$ cat src/rtl/pipe_pkg.sv
// Shared types and default widths for the pipeline skid stage.
package pipe_pkg;

  typedef enum logic [1:0] {
    EMPTY = 2'd0,
    ONE   = 2'd1,
    TWO   = 2'd2
  } pipe_state_t;

  localparam int PIPE_DATA_W = 32;
  localparam int PIPE_CNT_W  = 16;

endpackage

$ cat src/rtl/sat_counter.sv
// Saturating up-counter with synchronous clear; clear wins over increment.
module sat_counter #(
  parameter int CNT_W = 16
) (
  input  logic             clk,
  input  logic             reset,
  input  logic             inc,
  input  logic             clr,
  output logic [CNT_W-1:0] count
);

  always_ff @(posedge clk or posedge reset) begin
    if (reset) begin
      count <= '0;
    end else if (clr) begin
      count <= '0;
    end else if (inc && (count != {CNT_W{1'b1}})) begin
      count <= count + 1'b1;
    end
  end

endmodule

$ cat src/rtl/pipe_skid_reg.sv
// One-cycle pipeline register with optional 2-entry skid; flush kills contents.
// SKID=1 gives a registered in_ready; SKID=0 passes out_ready through to in_ready.
module pipe_skid_reg
  import pipe_pkg::*;
#(
  parameter int DATA_W = PIPE_DATA_W,
  parameter int SKID   = 1,
  parameter int CNT_W  = PIPE_CNT_W
) (
  input  logic              clk,
  input  logic              reset,
  input  logic              in_valid,
  output logic              in_ready,
  input  logic [DATA_W-1:0] in_data,
  input  logic              in_bubble,
  output logic              out_valid,
  input  logic              out_ready,
  output logic [DATA_W-1:0] out_data,
  output logic              out_bubble,
  input  logic              flush,
  input  logic              cnt_clr,
  output logic [CNT_W-1:0]  stall_cnt
);

  pipe_state_t       state, state_n;
  logic [DATA_W-1:0] main_data, skid_data;
  logic              main_bubble, skid_bubble;
  logic              in_fire, out_fire;
  logic              load_main, load_skid, from_skid;

  assign in_fire    = in_valid & in_ready;
  assign out_fire   = out_valid & out_ready;
  assign out_valid  = (state != EMPTY);
  assign out_data   = main_data;
  assign out_bubble = (state == EMPTY) | main_bubble;

  always_comb begin
    state_n   = state;
    load_main = 1'b0;
    load_skid = 1'b0;
    from_skid = 1'b0;
    if (flush) begin
      state_n = EMPTY;
    end else begin
      case (state)
        EMPTY: begin
          if (in_fire) begin
            state_n   = ONE;
            load_main = 1'b1;
          end
        end
        ONE: begin
          if (in_fire && out_fire) begin
            load_main = 1'b1;
          end else if (in_fire && (SKID != 0)) begin
            state_n   = TWO;
            load_skid = 1'b1;
          end else if (out_fire) begin
            state_n = EMPTY;
          end
        end
        TWO: begin
          if ((SKID != 0) && out_fire) begin
            state_n   = ONE;
            load_main = 1'b1;
            from_skid = 1'b1;
          end
        end
        default: state_n = EMPTY;
      endcase
    end
  end

  // main_data is only rewritten on a load, so it holds its last value while EMPTY
  always_ff @(posedge clk or posedge reset) begin
    if (reset) begin
      state       <= EMPTY;
      main_data   <= '0;
      main_bubble <= 1'b1;
    end else begin
      state <= state_n;
      if (load_main) begin
        main_data   <= from_skid ? skid_data : in_data;
        main_bubble <= from_skid ? skid_bubble : in_bubble;
      end
    end
  end

  generate
    if (SKID != 0) begin : g_skid
      logic ready_q;

      always_ff @(posedge clk or posedge reset) begin
        if (reset) begin
          skid_data   <= '0;
          skid_bubble <= 1'b1;
          ready_q     <= 1'b0;
        end else begin
          if (load_skid) begin
            skid_data   <= in_data;
            skid_bubble <= in_bubble;
          end
          ready_q <= (state_n != TWO);
        end
      end

      assign in_ready = ready_q;
    end else begin : g_noskid
      logic ready_en;

      // keeps in_ready low until the first edge after reset releases
      always_ff @(posedge clk or posedge reset) begin
        if (reset) ready_en <= 1'b0;
        else       ready_en <= 1'b1;
      end

      assign skid_data   = '0;
      assign skid_bubble = 1'b1;
      assign in_ready    = ready_en & (~out_valid | out_ready);
    end
  endgenerate

  sat_counter #(.CNT_W(CNT_W)) u_stall_cnt (
    .clk   (clk),
    .reset (reset),
    .inc   (out_valid & ~out_ready),
    .clr   (cnt_clr),
    .count (stall_cnt)
  );

endmodule

$ cat config.mk
export PLATFORM = sky130hd
export DESIGN_NAME = pipe_skid_reg
export DESIGN_NICKNAME = d
export VERILOG_FILES = /design/src/rtl/pipe_pkg.sv /design/src/rtl/sat_counter.sv /design/src/rtl/pipe_skid_reg.sv
export SDC_FILE = /design/constraint.sdc
export NUM_CORES = 1
export LEC_CHECK = 0
export BUFFER_PORTS_ARGS = -buffer_cell sky130_fd_sc_hd__buf_2
export CORE_MARGIN = 4
export CORE_UTILIZATION = 40
export DETAILED_ROUTE_END_ITERATION = 7
export GPL_TIMING_DRIVEN = 0
export HOLD_SLACK_MARGIN = 0.05
export PLACE_DENSITY = 0.65
export SLEW_MARGIN = 20
export SYNTH_ARGS = -nofsm -noshare
export SYNTH_HDL_FRONTEND = slang
export SYNTH_SLANG_ARGS = --single-unit
$ cat constraint.sdc
create_clock -name clk -period 2.4 [get_ports clk]
set_clock_uncertainty 0.1 [all_clocks]
set_input_delay 0.12 -clock clk [delete_from_list [all_inputs] [get_ports clk]]
set_output_delay 0.12 -clock clk [all_outputs]
set_load 0.01 [all_outputs]
==> results of run 1 <==
[report_power, final]
group	leakage [uW]	total, uW	internal (uW)	switching, uW
logic	0.00127	703	419	284
registers	0.00105	1870	1730	136
clock network	0.0000999	1040	514	524
[what timing repair did]
item                                   in CTS  in global routing
hold buffers                               37                  0
endpoints found under the hold margin      87                  0
buffers inserted                            0                  0
[Yosys cell counts (3+ instances only)]
master and n:
nor2b_1 7, mux2_1 4, nor2_1 10, nand4_1 3, or4_1 3, nor3_1 3
dfrtp_1 83, buf_2 5, and3_1 4, inv_1 4, a21oi_1 7, mux2i_1 4
nand2_1 9, mux2_2 100, buf_4 7
[cell families (layout without fill, tap and decap cells)]
logic type / count (synthesis) / in the layout
multiplexers: 108 / 108
flip-flops: 85 / 85
AND/OR/NAND/NOR: 60 / 60
AO/OA/AOI/OAI: 25 / 25
buffers and inverters: 18 / 162
adder cells (fa/ha/maj): 1 / 1
[layout make-up]
type / count / area (sq um) / share of cell area [%]
sequential: 85 / 2130 / 40.6
multi-input combinational: 194 / 1790 / 34.1
timing repair buffer: 128 / 856 / 16.3
tap: 133 / 166 / 3.17
clock buffer: 11 / 141 / 2.69
buffer: 14 / 85.1 / 1.62
clock inverter: 5 / 60.1 / 1.14
inverter: 4 / 18.8 / 0.358
[sequential cells by signal, indices dropped and copies added (netlist names)]
name               flops
state                  2
skid_data             32
out_data              32
skid_bubble            1
in_ready               1
main_bubble            1
u_stall_cnt.count     16
[path summary, 6_finish.rpt]
check	startpoint	end	slack, ns	depth (start not counted)
min in group asynchronous	reset	skid_data[0]$_DFFE_PP0P_	0.26	3
worst min-delay path	in_valid	state[0]$_DFF_PP0_	0.17	5
max in group asynchronous	reset	skid_bubble$_DFFE_PP1P_	1.35	4
worst max register to register	state[0]$_DFF_PP0_	out_data[30]$_DFFE_PP0P_	0.39	5
worst min register to register	out_data[9]$_DFFE_PP0P_	out_data[9]$_DFFE_PP0P_	0.40	1
worst max-delay path	state[0]$_DFF_PP0_	out_data[30]$_DFFE_PP0P_	0.39	5
[critical path, cell delays in order (launching register included)]
cell      delay (ns)
dfrtp_1         0.45
nor4bb_1        0.27
buf_2           0.22
buf_4           0.23
mux2_2          0.35
mux2_2          0.26
[routing by layer]
layer	global-route usage (%)	wire, microns	up-vias
met5	0	0	-
met4	5.59	110	0
met3	3.04	300	9
met2	26.5	4490	51
met1	19.6	3850	1428
li1	-	-	1368
[per-stage QoR]
| step | hold WS, ns | instance area, sq um | utilization [%] |
|---|---|---|---|
| 2_1_floorplan | 0.0858 | 4030 | - |
| 3_3_place_gp | 0.232 | 4640 | 47.4 |
| 3_5_place_dp | 0.0944 | 4680 | 47.8 |
| 4_1_cts | 0.162 | 5250 | 53.7 |
| 5_1_grt | 0.210 | 5250 | 53.7 |
| 6_report | 0.174 | 5250 | 53.7 |
==> summary.txt, run 1 <==
Initial antenna violation count = 0
Worst-path clk slew = 0.09 ns
Wire per inst = 15.2 microns
Critical Path Sink Type = flop
Share of the synthesized area in the top cell type = 51.6%
Total power draw = 3610 uW
First-pass GRT wire length = 14200 microns
Maximum vdd drop = 0.274 mV
Layout Cells excl Fill = 574
Power Dens Cells = 687 nW/um^2
Crit path DAT = 2.15 ns
Top cells by area, synth = dfrtp_1 52%, mux2_2 28%, buf_4 1.3%, dfstp_2 1.3%, mux2_1 1.1%
Synth async-reset ratio = 100%
Initial DRT Pass Iterations = 4
Via count = 2856
Commonest non-fill, non-tap cells in the layout = 100 x mux2_2, 94 x buf_2, 83 x dfrtp_1, 37 x dlygate4sd3_1
Chip width = 108 microns
Mapped Avg Cell Area = 13.5 sq um
Max clock buf depth = 2
Post-synthesis mux area share = 30.1%
Vias/cell = 4.98
Clock sink total = 85
# Max-Cap Violations = 0
Register area share after synthesis = 53.0%
Commonest non-fill, non-tap cell in the layout = mux2_2
Post-synth EDFFs = 0
Core Rows = 36
Worst Path Required = 2.54 ns
Vias in the first global route = 2872
Pin count of the biggest net entering global routing = 35
Antenna cells = 0
DIE AREA = 11700 sq um
Fmax = 497 MHz
Placed insts = 521
DP Wirelength = 5990 microns
IO buf count = 89
Ports = 90
Initial Util = 41.1%
Die height = 108 microns
Worst slack at placement = 0.384 ns
Synth Warn # = 0
Placer Congestion = 0.752
Overflow after GRT = 0
Final period util = 83.8%
Yosys cell types = 46
Layout cell share with drive strength beyond 1 = 52.4%
Setup TNS = 0 ns
CTS tree = built
Mapped Area = 4020 sq um
Later-pin clock latency in the skew report = 0.36 ns
RSZ-0062 raised after global routing = no
Largest family of logic cells by synthesized area = multiplexers
Synthesized instance count = 297
Setup CP Type = flop to flop
# DRC = 0
PnR worst setup slack = 0.388 ns
Status = finished, final reports clean
Leakage = 0.00242 uW
Setup Viol. Count Final = 0
Area share of and/or/nand/nor cells after synthesis = 9.61%
Hold WC Path Type = input pin to flop
Final number of hold-violating endpoints = 0
DRT Wirelength = 8750 microns
Area grow syn2layout = 30.5%
Worst slew margin = 64.1%
Post-synthesis xor/xnor area fraction = 0%
Main synth FF type = dfrtp_1
Syn nets = 337
Startpoint types = flop
Area leader, netlist = dfrtp_1
Clock root cell = clkbuf_8
Slew @ Worst Pin = 0.537 ns
Worst-path fanout max = 10
Area fraction in compound gates after synthesis = 4.51%
Tot GR Track Use = 15.5%
Post-cts resize count = 0
Adder-Cell Fraction of Synth Area = 0.311%
Starting DRT DRC Count = 109
# fillers = 861
NumNets Final = 476
CORE AREA = 9770 sq um
Synth Register Bits = 85
Post-layout minimum cycle time = 2.01 ns
ANT nets after route = 0
CTS Buf Count = 9
Clock H-tree levels = 3
Max-slew violations = 0
(Power assumes the default switching activity.)
==> run 2: changes to the inputs <==
==> constraint.sdc (replaced) <==
create_clock -name clk -period 1.6 [get_ports clk]
set_clock_uncertainty 0.1 [all_clocks]
set_input_delay 0.08 -clock clk [delete_from_list [all_inputs] [get_ports clk]]
set_output_delay 0.08 -clock clk [all_outputs]
set_load 0.01 [all_outputs]
==> run 2 against run 1 <==
Compared with the run above: the flow now finishes with violations (setup timing); register-to-register slack lost 0.64 ns; core utilization grew 7.0 points; via count grew 5.3%; sequential share of layout area shrank 4.4 points; critical path type unchanged.
==> summary.txt, run 2 (same netlist as run 1, synthesis figures left out) <==
IO buf count = 89
CORE AREA = 9770 sq um
Wire per inst = 15.9 microns
Initial antenna violation count = 0
ANT nets after route = 0
Initial Util = 41.1%
R2r startpoint = state[0]$_DFF_PP0_
DP Wirelength = 5930 microns
Internal Pwr Total = 4110 uW
Worst Path Required = 1.75 ns
Area grow syn2layout = 47.4%
Worst slew margin = 56.1%
Final period util = 116%
Failing checks = setup timing
Hold path start = out_ready
Final number of hold-violating endpoints = 0
Clock H-tree levels = 3
Clock share of power = 28.1%
Die height = 108 microns
Fmax = 540 MHz
Setup CP Type = flop to flop
Crit-path leading delay family = multiplexers
RR Endpoint = out_data[18]$_DFFE_PP0P_
Hold Crit Depth = 4
Overflow after GRT = 0
DRT Wirelength = 9570 microns
Comb power frac = 21.6%
Worst R2R Setup Slack = -0.25 ns
Worst slack at placement = -0.416 ns
Critical Path Sink Type = flop
Crit-path cells = nor4bb_4, buf_6, buf_8, mux2_2, mux2_2
Via count = 3007
NetSw = 1480 uW
Hold WC Path Type = input pin to flop
Clock sink total = 85
Vias/cell = 5.00
Startpoint types = flop
Slew @ Worst Pin = 0.658 ns
Maximum vdd drop = 0.543 mV
Chip width = 108 microns
Switching share of power = 26.5%
Leakage = 0.00274 uW
Post-route cell area = 5930 sq um
Placer Congestion = 0.788
Worst-path clk slew = 0.09 ns
Initial DRT Pass Iterations = 4
R2R depth = 5
RSZ-0062 raised after global routing = yes
CP dominant cell by count = mux2_2
# Max-Cap Violations = 0
Hold EP = state[0]$_DFF_PP0_
Tot GR Track Use = 16.7%
Seq pwr share = 50.3%
First-pass GRT wire length = 15100 microns
Power Dens Cells = 943 nW/um^2
Core Rows = 36
Slowest cell on crit path = dfrtp_2
WP buf/inv = 2
Commonest non-fill, non-tap cell in the layout = buf_2
Status = finished with violations
Clock root cell = clkbuf_8
Ports = 90
Pin count of the biggest net entering global routing = 31
DIE AREA = 11700 sq um
CTS tree = built
CTS Buf Count = 9
Worst-path fanout max = 10
CP max stage delay = 0.44 ns
NumNets Final = 504
Vias in the first global route = 3075
Post-layout minimum cycle time = 1.85 ns
PnR worst setup slack = -0.250 ns
Max-slew violations = 0
Crit path DAT = 2.00 ns
Setup TNS = -11.35 ns
Antenna cells = 0
Setup Viol. Count Final = 82
Max clock buf depth = 2
# DRC = 0
Starting DRT DRC Count = 94
Commonest non-fill, non-tap cells in the layout = 88 x buf_2, 74 x mux2_2, 71 x dfrtp_1, 37 x dlygate4sd3_1, 29 x mux2_4
Post-DP Area = 4760 sq um
Layout cell share with drive strength beyond 1 = 62.4%
Later-pin clock latency in the skew report = 0.36 ns
run 2: cell count changes in the layout (fill, tap and decap cells not counted), sizes merged:
cell,previous run,this run
clkbuf,13,15
buf,103,128
run 2: metal layers:
metal  wire, microns  vias up  part of all wire [%]  track usage (%)
li1                -     1425                     -                -
met1            4120     1522                    43             20.3
met2            4950       50                    52             28.9
met3             334       10                   3.5             3.10
met4             169        0                   1.8             7.03
met5               0        -                     0                0
run 2: tightest hold or removal path, delay by kind of cell:
family / cells / cell delay (ns)
mux: 1 / 0.13
buf+inv: 1 / 0.15
compound gates: 1 / 0.14
simple gates: 1 / 0.04
run 2: worst max-delay path by stage:
| stage | start | end | slack [ns] | cells past startpoint |
|---|---|---|---|---|
| finish | state[0]$_DFF_PP0_ | out_data[18]$_DFFE_PP0P_ | -0.25 | 5 |
| global route | state[0]$_DFF_PP0_ | out_data[18]$_DFFE_PP0P_ | -0.31 | 5 |
| CTS | state[0]$_DFF_PP0_ | out_data[13]$_DFFE_PP0P_ | -0.28 | 5 |
| detailed placement | state[0]$_DFF_PP0_ | out_data[26]$_DFFE_PP0P_ | -0.42 | 5 |
| global placement | state[0]$_DFF_PP0_ | out_data[11]$_DFFE_PP0P_ | -0.40 | 5 |
| floorplan | state[0]$_DFF_PP0_ | out_data[19]$_DFFE_PP0P_ | -0.21 | 5 |
run 2: metrics by stage:
step | hold slack (ns) | utilization, % | cells | power, uW
final | 0.103 | 60.7 | 601 | 5590
after floorplan | 0.0458 | - | 297 | 3460
after global routing | 0.150 | 60.7 | 601 | 5880
after CTS | 0.0674 | 57.7 | 593 | 5560
after global placement | 0.187 | 48.3 | 519 | 3790
after detailed placement | 0.114 | 48.7 | 521 | 3850
run 2: cell type report:
cell class                      instances  area (sq um)
Fill cell                             804          3850
Multi-Input combinational cell        194          2050
Inverter                                4          18.8
Timing Repair Buffer                  157          1170
Tap cell                              133           166
Clock buffer                           10           138
Sequential cell                        85          2140
Buffer                                 13           181
Clock inverter                          5          60.1
run 2: repair_timing:
item,CTS,global route
buffers inserted,19,5
cloned,2,3
hold buffers,37,0
pin swaps,12,7
endpoints found under the hold margin,93,0
setup endpoints to repair,77,82
resized for setup,47,36
run 2: power groups by stage:
stage	sequential, uW	combinational [uW]	clock, uW
detailed placement	2840	1010	0
floorplan	2890	566	0
CTS	2800	1160	1610
global placement	2820	971	0
finish	2810	1210	1570
global route	2860	1320	1700
==> run 3: changes to the inputs <==
--- a/config.mk
+++ b/config.mk
@@ -7,11 +7,11 @@
 export LEC_CHECK = 0
 export BUFFER_PORTS_ARGS = -buffer_cell sky130_fd_sc_hd__buf_2
 export CORE_MARGIN = 4
-export CORE_UTILIZATION = 40
+export CORE_UTILIZATION = 23
 export DETAILED_ROUTE_END_ITERATION = 7
 export GPL_TIMING_DRIVEN = 0
 export HOLD_SLACK_MARGIN = 0.05
-export PLACE_DENSITY = 0.65
+export PLACE_DENSITY = 0.43
 export SLEW_MARGIN = 20
 export SYNTH_ARGS = -nofsm -noshare
 export SYNTH_HDL_FRONTEND = slang
==> constraint.sdc (replaced) <==
create_clock -name clk -period 1.5 [get_ports clk]
set_clock_uncertainty 0.1 [all_clocks]
set_input_delay 0.075 -clock clk [delete_from_list [all_inputs] [get_ports clk]]
set_output_delay 0.075 -clock clk [all_outputs]
set_load 0.01 [all_outputs]
==> run 3 against run 2 <==
Compared with the run above: the flow still finishes with violations (setup timing); sequential power grew 7.1%; count of clock-buffer cells in the layout stayed put; power up 24%; cell area is 10% higher; critical path depth stayed put; setup slack got worse by 0.18 ns; clock power increased by 66%; sequential share of layout area down 3.4 points; final cell count is 18% higher; combinational power up 9.9%; register-to-register slack worse by 0.18 ns; highest routed layer unchanged; wire length up 15%.
==> summary.txt, run 3 (same netlist as run 1, synthesis figures left out) <==
Status = finished with violations
Failing checks = setup timing
Tot GR Track Use = 10.8%
Worst slew margin = 53.4%
Layout cell share with drive strength beyond 1 = 66.3%
Initial DRT Pass Iterations = 4
First-pass GRT wire length = 16700 microns
Clock H-tree levels = 3
CORE AREA = 17200 sq um
Maximum vdd drop = 0.501 mV
Initial Util = 23.3%
CTS tree = built
Chip width = 140 microns
Power Dens Cells = 1060 nW/um^2
Final period util = 129%
Later-pin clock latency in the skew report = 0.34 ns
Clock sink total = 85
ANT nets after route = 0
Crit path DAT = 2.05 ns
Area grow syn2layout = 62.7%
Commonest non-fill, non-tap cell in the layout = buf_2
Clock share of power = 37.5%
Final number of hold-violating endpoints = 0
NetSw = 1660 uW
Leakage = 0.00301 uW
Commonest non-fill, non-tap cells in the layout = 89 x buf_2, 70 x dfrtp_1, 57 x mux2_2, 47 x mux2_4, 37 x dlygate4sd3_1
Max clock buf depth = 2
R2R depth = 5
Hold_ws = 0.134 ns
Startpoint types = flop
Antenna cells = 0
NumNets Final = 521
Die height = 140 microns
Comb power frac = 19.2%
DP Wirelength = 6760 microns
RSZ-0062 raised after global routing = yes
Starting DRT DRC Count = 146
# fillers = 1679
Core Rows = 48
Hold Crit Depth = 4
# DRC = 0
# Max-Cap Violations = 0
CTS Buf Count = 9
Slew @ Worst Pin = 0.699 ns
Critical Path Sink Type = flop
DIE AREA = 19700 sq um
Initial antenna violation count = 0
Ports = 90
DRT Wirelength = 11000 microns
Clock root cell = clkbuf_16
Post-layout minimum cycle time = 1.93 ns
Setup CP Type = flop to flop
Register Area = 2150 sq um
Worst Path Required = 1.62 ns
Pin count of the biggest net entering global routing = 32
Via count = 3042
Worst-path clk slew = 0.06 ns
Overflow after GRT = 0
Switching share of power = 23.9%
Seq pwr share = 43.3%
Fmax = 518 MHz
Max-slew violations = 0
Vias in the first global route = 3109
Placer Congestion = 0.709
Multi-input logic area = 2190 sq um
Final core occ = 38.0%
Setup TNS = -23.23 ns
Worst-path fanout max = 7
PnR worst setup slack = -0.432 ns
Wire per inst = 15.5 microns
Vias/cell = 4.28
IO buf count = 89
Hold WC Path Type = input pin to flop
Internal Pwr Total = 5280 uW
Setup Viol. Count Final = 83
Total power draw = 6950 uW
run 3: metrics by stage:
step / area [sq um] / instances / worst slack, ns
finish: 6540 / 711 / -0.432
detailed placement: 4900 / 613 / -0.556
CTS: 5970 / 688 / -0.410
global route: 6540 / 711 / -0.495
global placement: 4860 / 611 / -0.604
floorplan: 4140 / 297 / -0.311
run 3: timing repair:
item,4_1_cts,5_1_grt
setup endpoints to repair,81,84
gates resized for setup,31,84
hold buffers,37,0
endpoints found under the hold margin,94,0
buffers inserted,17,25
pin swaps,4,27
gates cloned,5,3
run 3: worst max-delay path, stage by stage (launching register included):
cell and delay, ns:
dfrtp_2 0.44, nor4bb_4 0.29, buf_6 0.23, clkbuf_16 0.18, mux2_4 0.30, mux2_4 0.26
run 3: area by class of cell:
type	instances	area share [%]
multi-input combinational	194	33.4
inverter	4	0.287
sequential	85	32.8
clock inverter	6	1.68
clock buffer	10	3.65
tap	225	4.30
buffer	14	2.93
timing repair buffer	173	20.9
run 3: final timing paths:
kind                                         start                  endpoint  slack (ns)
setup / recovery                state[0]$_DFF_PP0_  out_data[18]$_DFFE_PP0P_       -0.43
hold / removal                           out_ready        state[0]$_DFF_PP0_        0.13
setup reg to reg                state[0]$_DFF_PP0_  out_data[18]$_DFFE_PP0P_       -0.43
hold reg to reg            out_data[4]$_DFFE_PP0P_   out_data[4]$_DFFE_PP0P_        0.40
max in group asynchronous                    reset   skid_bubble$_DFFE_PP1P_        0.39
min in group asynchronous                    reset   out_data[6]$_DFFE_PP0P_        0.27
run 3: power groups by stage:
stage          sequential, uW  combinational [uW]  clock, uW
2_1_floorplan            3080                 607          0
3_3_place_gp             3020                1050          0
3_5_place_dp             3040                1090          0
4_1_cts                  2990                1220       2730
5_1_grt                  3070                1460       2800
6_report                 3010                1330       2600
run 3: layer usage:
layer / wire length (microns) / GRT usage [%]
met5: 0 / 0
met1: 5210 / 14.2
met3: 388 / 2.39
met2: 5210 / 16.9
met4: 195 / 5.05
